## src/rtl/booth_lane_array.sv

```systemverilog
`timescale 1ns/1ps
// Purpose    : LANES lock-step radix-4 Booth multipliers (N x N -> 2N, signed or unsigned).
// Latency    : done pulses N/2+2 cycles after the start-sampling edge; one result per N/2+2 cycles.
// Backpressure: none; start is ignored while busy, accepted again in IDLE or in the DONE cycle.
// Ports: clk/rst_n (async active-low); start, signed_mode, lane_en sampled on acceptance;
//        multiplicand/multiplier lane i at [i*N +: N]; busy/done status;
//        products lane i at [i*2N +: 2N]; product_sel = products lane sel (0 if sel >= LANES).
module booth_lane_array #(
    parameter int N     = 16,
    parameter int LANES = 4,
    localparam int SW   = (LANES > 1) ? $clog2(LANES) : 1
) (
    input  logic                   clk,
    input  logic                   rst_n,
    input  logic                   start,
    input  logic                   signed_mode,
    input  logic [LANES-1:0]       lane_en,
    input  logic [LANES*N-1:0]     multiplicand,
    input  logic [LANES*N-1:0]     multiplier,
    input  logic [SW-1:0]          sel,
    output logic                   busy,
    output logic                   done,
    output logic [LANES*2*N-1:0]   products,
    output logic [2*N-1:0]         product_sel
);
    // Operands are widened by two bits so both signed and unsigned N-bit
    // values are exact signed (N+2)-bit numbers; that also gives an even
    // digit count of (N+2)/2 = N/2+1 Booth digits.
    localparam int XW     = N + 2;
    localparam int HW     = N + 4;        // upper accumulator: +-2x multiplicand plus guard
    localparam int DIGITS = N / 2 + 1;
    localparam int CW     = $clog2(DIGITS + 1);

    typedef enum logic [1:0] {IDLE, CALC, DONE} state_t;

    state_t              state_q, state_d;
    logic [CW-1:0]       cnt_q, cnt_d;
    logic [LANES-1:0]    en_q, en_d;
    logic [XW-1:0]       mcand_q [LANES];
    logic [XW-1:0]       mcand_d [LANES];
    logic [HW-1:0]       hi_q [LANES];
    logic [HW-1:0]       hi_d [LANES];
    logic [XW-1:0]       lo_q [LANES];     // multiplier bits, shifted out as product bits shift in
    logic [XW-1:0]       lo_d [LANES];
    logic [LANES-1:0]    prev_q, prev_d;   // Booth bit below the current digit
    logic [LANES*2*N-1:0] products_q, products_d;
    logic [HW+XW-1:0]    step_full [LANES];

    logic accept;
    logic last;

    assign accept = start && (state_q != CALC);
    assign last   = (state_q == CALC) && (cnt_q == CW'(DIGITS - 1));

    // One Booth step per lane: add digit x multiplicand to the upper half,
    // then arithmetic-shift the whole {hi, lo} pair right by two.
    always_comb begin : step_calc
        logic [HW-1:0]    mext;
        logic [HW-1:0]    addend;
        logic [HW-1:0]    sum;
        logic [HW+XW-1:0] pre;
        mext   = '0;
        addend = '0;
        sum    = '0;
        pre    = '0;
        for (int i = 0; i < LANES; i++) begin
            mext = {{2{mcand_q[i][XW-1]}}, mcand_q[i]};
            case ({lo_q[i][1:0], prev_q[i]})
                3'b001, 3'b010: addend = mext;
                3'b011:         addend = mext << 1;
                3'b100:         addend = -(mext << 1);
                3'b101, 3'b110: addend = -mext;
                default:        addend = '0;
            endcase
            sum          = hi_q[i] + addend;
            pre          = {sum, lo_q[i]};
            step_full[i] = $signed(pre) >>> 2;
        end
    end

    always_comb begin
        state_d    = state_q;
        cnt_d      = cnt_q;
        en_d       = en_q;
        mcand_d    = mcand_q;
        hi_d       = hi_q;
        lo_d       = lo_q;
        prev_d     = prev_q;
        products_d = products_q;

        case (state_q)
            IDLE: if (start) state_d = CALC;
            CALC: begin
                cnt_d = cnt_q + CW'(1);
                if (last) state_d = DONE;
            end
            DONE: state_d = start ? CALC : IDLE;
            default: state_d = IDLE;
        endcase

        for (int i = 0; i < LANES; i++) begin
            if (accept) begin
                // Disabled lanes load zeros and then never step, so they stay quiet.
                hi_d[i]    = '0;
                prev_d[i]  = 1'b0;
                mcand_d[i] = '0;
                lo_d[i]    = '0;
                if (lane_en[i]) begin
                    mcand_d[i] = signed_mode ? {{2{multiplicand[i*N+N-1]}}, multiplicand[i*N +: N]}
                                             : {2'b00, multiplicand[i*N +: N]};
                    lo_d[i]    = signed_mode ? {{2{multiplier[i*N+N-1]}}, multiplier[i*N +: N]}
                                             : {2'b00, multiplier[i*N +: N]};
                end
            end else if ((state_q == CALC) && en_q[i]) begin
                hi_d[i]   = step_full[i][HW+XW-1:XW];
                lo_d[i]   = step_full[i][XW-1:0];
                prev_d[i] = lo_q[i][1];
            end
            // The final step's result goes straight to products on the way into DONE.
            if (last) begin
                products_d[i*2*N +: 2*N] = en_q[i] ? step_full[i][2*N-1:0] : '0;
            end
        end

        if (accept) begin
            cnt_d = '0;
            en_d  = lane_en;
        end
    end

    always_ff @(posedge clk or negedge rst_n) begin
        if (!rst_n) begin
            state_q    <= IDLE;
            cnt_q      <= '0;
            en_q       <= '0;
            prev_q     <= '0;
            products_q <= '0;
            for (int i = 0; i < LANES; i++) begin
                mcand_q[i] <= '0;
                hi_q[i]    <= '0;
                lo_q[i]    <= '0;
            end
        end else begin
            state_q    <= state_d;
            cnt_q      <= cnt_d;
            en_q       <= en_d;
            prev_q     <= prev_d;
            products_q <= products_d;
            for (int i = 0; i < LANES; i++) begin
                mcand_q[i] <= mcand_d[i];
                hi_q[i]    <= hi_d[i];
                lo_q[i]    <= lo_d[i];
            end
        end
    end

    always_comb begin
        product_sel = '0;
        for (int i = 0; i < LANES; i++) begin
            if (sel == SW'(i)) product_sel = products_q[i*2*N +: 2*N];
        end
    end

    assign busy     = (state_q == CALC);
    assign done     = (state_q == DONE);
    assign products = products_q;

endmodule

```

## config.mk

```make
export PLATFORM = sky130hd
export DESIGN_NAME = booth_lane_array
export DESIGN_NICKNAME = d
export VERILOG_FILES = /design/src/rtl/booth_lane_array.sv
export SDC_FILE = /design/constraint.sdc
export NUM_CORES = 1
export LEC_CHECK = 0
export ABC_AREA = 1
export CORE_MARGIN = 2
export CORE_UTILIZATION = 50
export CTS_BUF_LIST = sky130_fd_sc_hd__clkbuf_4 sky130_fd_sc_hd__clkbuf_8
export CTS_CLUSTER_SIZE = 40
export DETAILED_ROUTE_END_ITERATION = 8
export GPL_TIMING_DRIVEN = 0
export PLACE_DENSITY = 0.74
export SLEW_MARGIN = 30
export SYNTH_ARGS = -nofsm -noshare
export SYNTH_HDL_FRONTEND = slang
export SYNTH_SLANG_ARGS = --single-unit
```

## constraint.sdc

```tcl
create_clock -name clk -period 8.78 [get_ports clk]
set_input_delay 2.195 -clock clk [delete_from_list [all_inputs] [get_ports clk]]
set_output_delay 2.195 -clock clk [all_outputs]
set_load 0.02 [all_outputs]
```

### Word-level counts from Yosys, hierarchy flattened

Index checks and enable logic that the tools add are counted.

* bits in registers: 366
* bits of input ports: 138
* output and inout port bits: 162
* logic and storage cells: 146

* $add $sub $neg: 13
* equal/unequal tests: 33
* mux-type cells: 58
* reductions and logical operators: 22

Operators with widths (number)
* $mux W18: 24
* $pmux W20 S4: 4
* $mux W32: 8
* $mux W20: 8
* $neg A20 Y20: 8
* $add A20 B20 Y20: 4
* $eq A3 B3 Y1 const B: 12
* $eq A3 B2 Y1 const B: 8
* $reduce_or A2 Y1: 8
* $eq A3 B1 Y1 const B: 4
* $reduce_bool A2 Y1: 5
* $mux W1: 9
* $mux W4: 2
* $eq A2 B2 Y1 const B: 3
* $logic_and A1 B1 Y1: 6
* $pmux W2 S3: 1
* $add A4 B1 Y4 const B: 1
* $eq A2 B1 Y1 const B: 2
* $eq A4 B4 Y1 const B: 1
* $logic_not A2 Y1: 2
* $mux W2: 2
* $ne A2 B1 Y1 const B: 2
* $ne A2 B2 Y1 const B: 1
* $reduce_and A2 Y1: 1

### Longest topological paths before layout

Gate-level depths: netlist (run 1).

* depth in word-level cells: 6
* mapped depth: 23
* depth with buffers taken out: 22

### Least setup slack after synthesis (run 1)

No wires, ideal clock.

* kind: in2out
* from: in sel[0]
* to: out product_sel[24]
* arrival: 3.377 ns
* required time: 6.585 ns
* path slack: 3.208 ns
* stages: 5
* buffers on the path: 2
* path through: buf_2 nor2_2 clkinv_1 clkbuf_1 o2111ai_1

* word-level cells in the longest chain between the ends: 5
* elaborated cells between the ends (all ways): 8
* classes of those cells: eq/ne: 3; mux: 4; reduce/logical: 1

RTL lines
* start, declared: RTL line 20 `input logic [SW-1:0] sel,`
* $logic_not A2 Y1: RTL line 160 `if (sel == SW'(i)) product_sel = products_q[i*2*N +: 2*N];`
* $mux W32 (3 in a row): RTL line 160
* $mux W32 (*): RTL line 160
* end, declared: RTL line 24 `output logic [2*N-1:0] product_sel`

Mark *: on every way between the ends. The rest lies on a longest branch, timed or not.

### Worst setup path after layout (run 1)

* from: in sel[1]
* to: out product_sel[17]

The elaborated chain is that of the path after synthesis.

==> flow_summary.ini, run 1 <==
[worst_setup_path]
cpPeakStageDelay_ns = 0.74
path_delay_family = buffers and inverters
end_kind = output pin
path_buf_inv = 4
startpoint_type = input port
worstPathRequired_ns = 6.59
crit_fanout = 10
cp_cell_sequence = clkdlybuf4s50_1 > nor2_2 > clkinv_1 > clkbuf_1 > o22ai_1 > a21oi_1 > o21ai_0 > clkdlybuf4s50_1
criticalPathCategory = input port to output pin
cpMaxStageDelayCell = clkdlybuf4s50_1
cpMostUsedCell = clkdlybuf4s50_1
critPathArrivalTime_ns = 5.29

[grt]
grt_overflow = 0
grt_max_degree = 90
grtUsageTotal = 0.365
antenna_found_initial = 2
grt_pass1_wl_mm = 126
grt_pass1_vias = 22200

[routing]
drt.antenna.violating_nets = 0
num_vias = 23000
routed_wl_mm = 83.1
dr.first_iter.drc_count = 2173
vias_per_cell = 5.79
drtPass1Iterations = 6
wire_per_inst_microns = 20.9
drc = 0

[die]
io_pins = 300
core_area_sq_um = 43300
fp.dieH_microns = 214
die_width_microns = 214
die_area_sq_um = 45700
initial_core_util = 0.509
rows = 76

[sta]
period_share = 0.852
fin_setup_tns_ns = 0
skew_ns = 0.0435
slew_headroom = 0.404
rsz0062_at_grt = no
setup_viol = 0
maxSlewViolCount = 0
hold_viol = 0
fin_crit_ns = 7.48
fin_ws_ns = 1.30
timing.fmax_ghz = 0.134
worst_slew_pin_slew_ns = 0.894

[power]
cellPowerDensity_nw_per_um2 = 484
total_power_mw = 13.3
p_leak_nw = 13.0
peakVddDrop_mv = 0.227

[final_layout]
finalNonFillerCells = 3971
multi_input_area_sq_um = 11200
area_growth_pct = 24.4
final.fill_count = 3898
drive_gt1_frac = 0.0700
fin_nets = 3556
seqCellArea_sq_um = 8860

[clocking]
cts_resized = 0
clock_path_buffers = 3
cts_tree = built
cts_root_buf = clkbuf_8
insertion_delay_ns = 0.68
post_cts_buffers = 0
ctsHoldBuffers = 0
clkSinkCount = 354
cts.clk_slew.worst_paths_ns = 0.05
htreeDepth = 3
cts_buffers = 69

[logic_synthesis]
synth.most_common_cell = nand2_1
netlist_instances = 2959
yosys.area.top_type_share = 0.402
synth_area_leaders = dfrtp_1 (40%), nand2_1 (13%), o21ai_0 (6.3%)
ys_async_sr_fraction = 1.00
netlist_area_sq_um = 22000
ys_seq_area_frac = 0.402
synthTopCellsByCount = nand2_1 (764), inv_1 (361), dfrtp_1 (354), o21ai_0 (277)
synth_cell_type_count = 52
syn_nets = 3183
ys_seq_elements = 354
synth_top_area_cell = dfrtp_1
synth-main-ff-cell = dfrtp_1
synth_edf_count = 0
ys_warn_count = 0
syn-mean-instance-area_sq_um = 7.44

[placed_design]
post-place-cells = 3846
portBuffers = 298
pre_cts_ws_ns = 1.55
gp_congestion = 0.984
dp_hpwl_mm = 64.9

[job]
maxCapViolCount = 0

[hold_path]
hp-class = flip-flop to flip-flop

[status]
status = completed
-- kinds of logic after synthesis --
kind of cell	Yosys count	share of synthesized area
adder cells (fa/ha/maj)	86	0.0502
flip-flops	354	0.402
XOR/XNOR	66	0.0263
AND/OR/NAND/NOR	1296	0.252
buffers and inverters	482	0.0882
AO/OA/AOI/OAI	675	0.181
-- worst min-delay path, cell delays in order, from the launching register on --
cell and delay [ns]:
dfrtp_1 0.34, nand2_1 0.05, nand2_1 0.05
-- metal layers --
layer / GRT usage / vias to the layer above / wire length, microns
met5: 0 / - / 0
met4: 0.164 / 0 / 3730
met3: 0.0962 / 189 / 8760
met2: 0.563 / 1153 / 36500
met1: 0.482 / 11000 / 34100
li1: - / 10700 / -
-- sequential cells by signal, summed over array words and instances (netlist names) --
signal,count
products,128
lo_q,72
prev_q,4
en_q,4
hi_q,72
cnt_q,4
state_q,2
mcand_q,68
-- power breakdown --
group / switching [mW] / internal, mW / total, mW
combinational: 5.40 / 2.97 / 8.37
clock: 0.811 / 1.08 / 1.89
sequential: 0.662 / 2.35 / 3.02
total: 6.87 / 6.40 / 13.3
-- layout make-up --
class,count,area share
clock buffer,102,0.0458
timing repair buffer,302,0.113
buffer,97,0.0179
sequential,354,0.323
clock inverter,21,0.0106
multi-input combinational,2123,0.409
antenna,2,0.000183
tap,585,0.0267
inverter,385,0.0529
-- per-stage QoR --
stage | cell area (sq um) | hold WS (ns) | utilization
after floorplan | 22000 | 0.448 | -
after global routing | 27400 | 0.503 | 0.633
after CTS | 27400 | 0.487 | 0.633
after detailed placement | 25800 | 0.473 | 0.597
final | 27400 | 0.487 | 0.633
after global placement | 25700 | 0.462 | 0.595
-- cell usage in the layout, fill, tap and decap left out, types with 18 or more instances in the layout --
cell,count
xor2_1,44
o21ai_1,22
a22oi_1,68
o22ai_1,114
buf_2,40
clkdlybuf4s50_1,297
dfrtp_1,354
inv_1,361
clkbuf_8,78
a21oi_1,111
nand2_1,764
nor3_1,36
nand4_1,27
clkbuf_4,24
nor2_1,200
clkbuf_1,40
inv_2,18
nand3b_1,31
ha_1,82
o2111ai_1,32
xnor2_1,22
o21ai_0,277
nand3_1,200
-- final timing paths --
| check | start | end | slack, ns | cells after the start |
|---|---|---|---|---|
| max | sel[1] | product_sel[17] | 1.30 | 8 |
| min | hi_q[71]$_DFFE_PN0P_ | hi_q[71]$_DFFE_PN0P_ | 0.49 | 2 |
| max reg2reg | lo_q[18]$_DFFE_PN0P_ | hi_q[29]$_DFFE_PN0P_ | 5.10 | 17 |
| min reg2reg | hi_q[71]$_DFFE_PN0P_ | hi_q[71]$_DFFE_PN0P_ | 0.49 | 2 |
| max in group asynchronous | rst_n | hi_q[71]$_DFFE_PN0P_ | 6.13 | 3 |
| min in group asynchronous | rst_n | mcand_q[29]$_DFFE_PN0P_ | 1.45 | 1 |
No activity file was read; power rests on OpenSTA's default activity.
==> run 2: changes to the inputs <==
Settings changed: CAP_MARGIN set to 0.
==> results of run 2 <==
The final DEF is identical to that of run 1; final timing and power are the same.
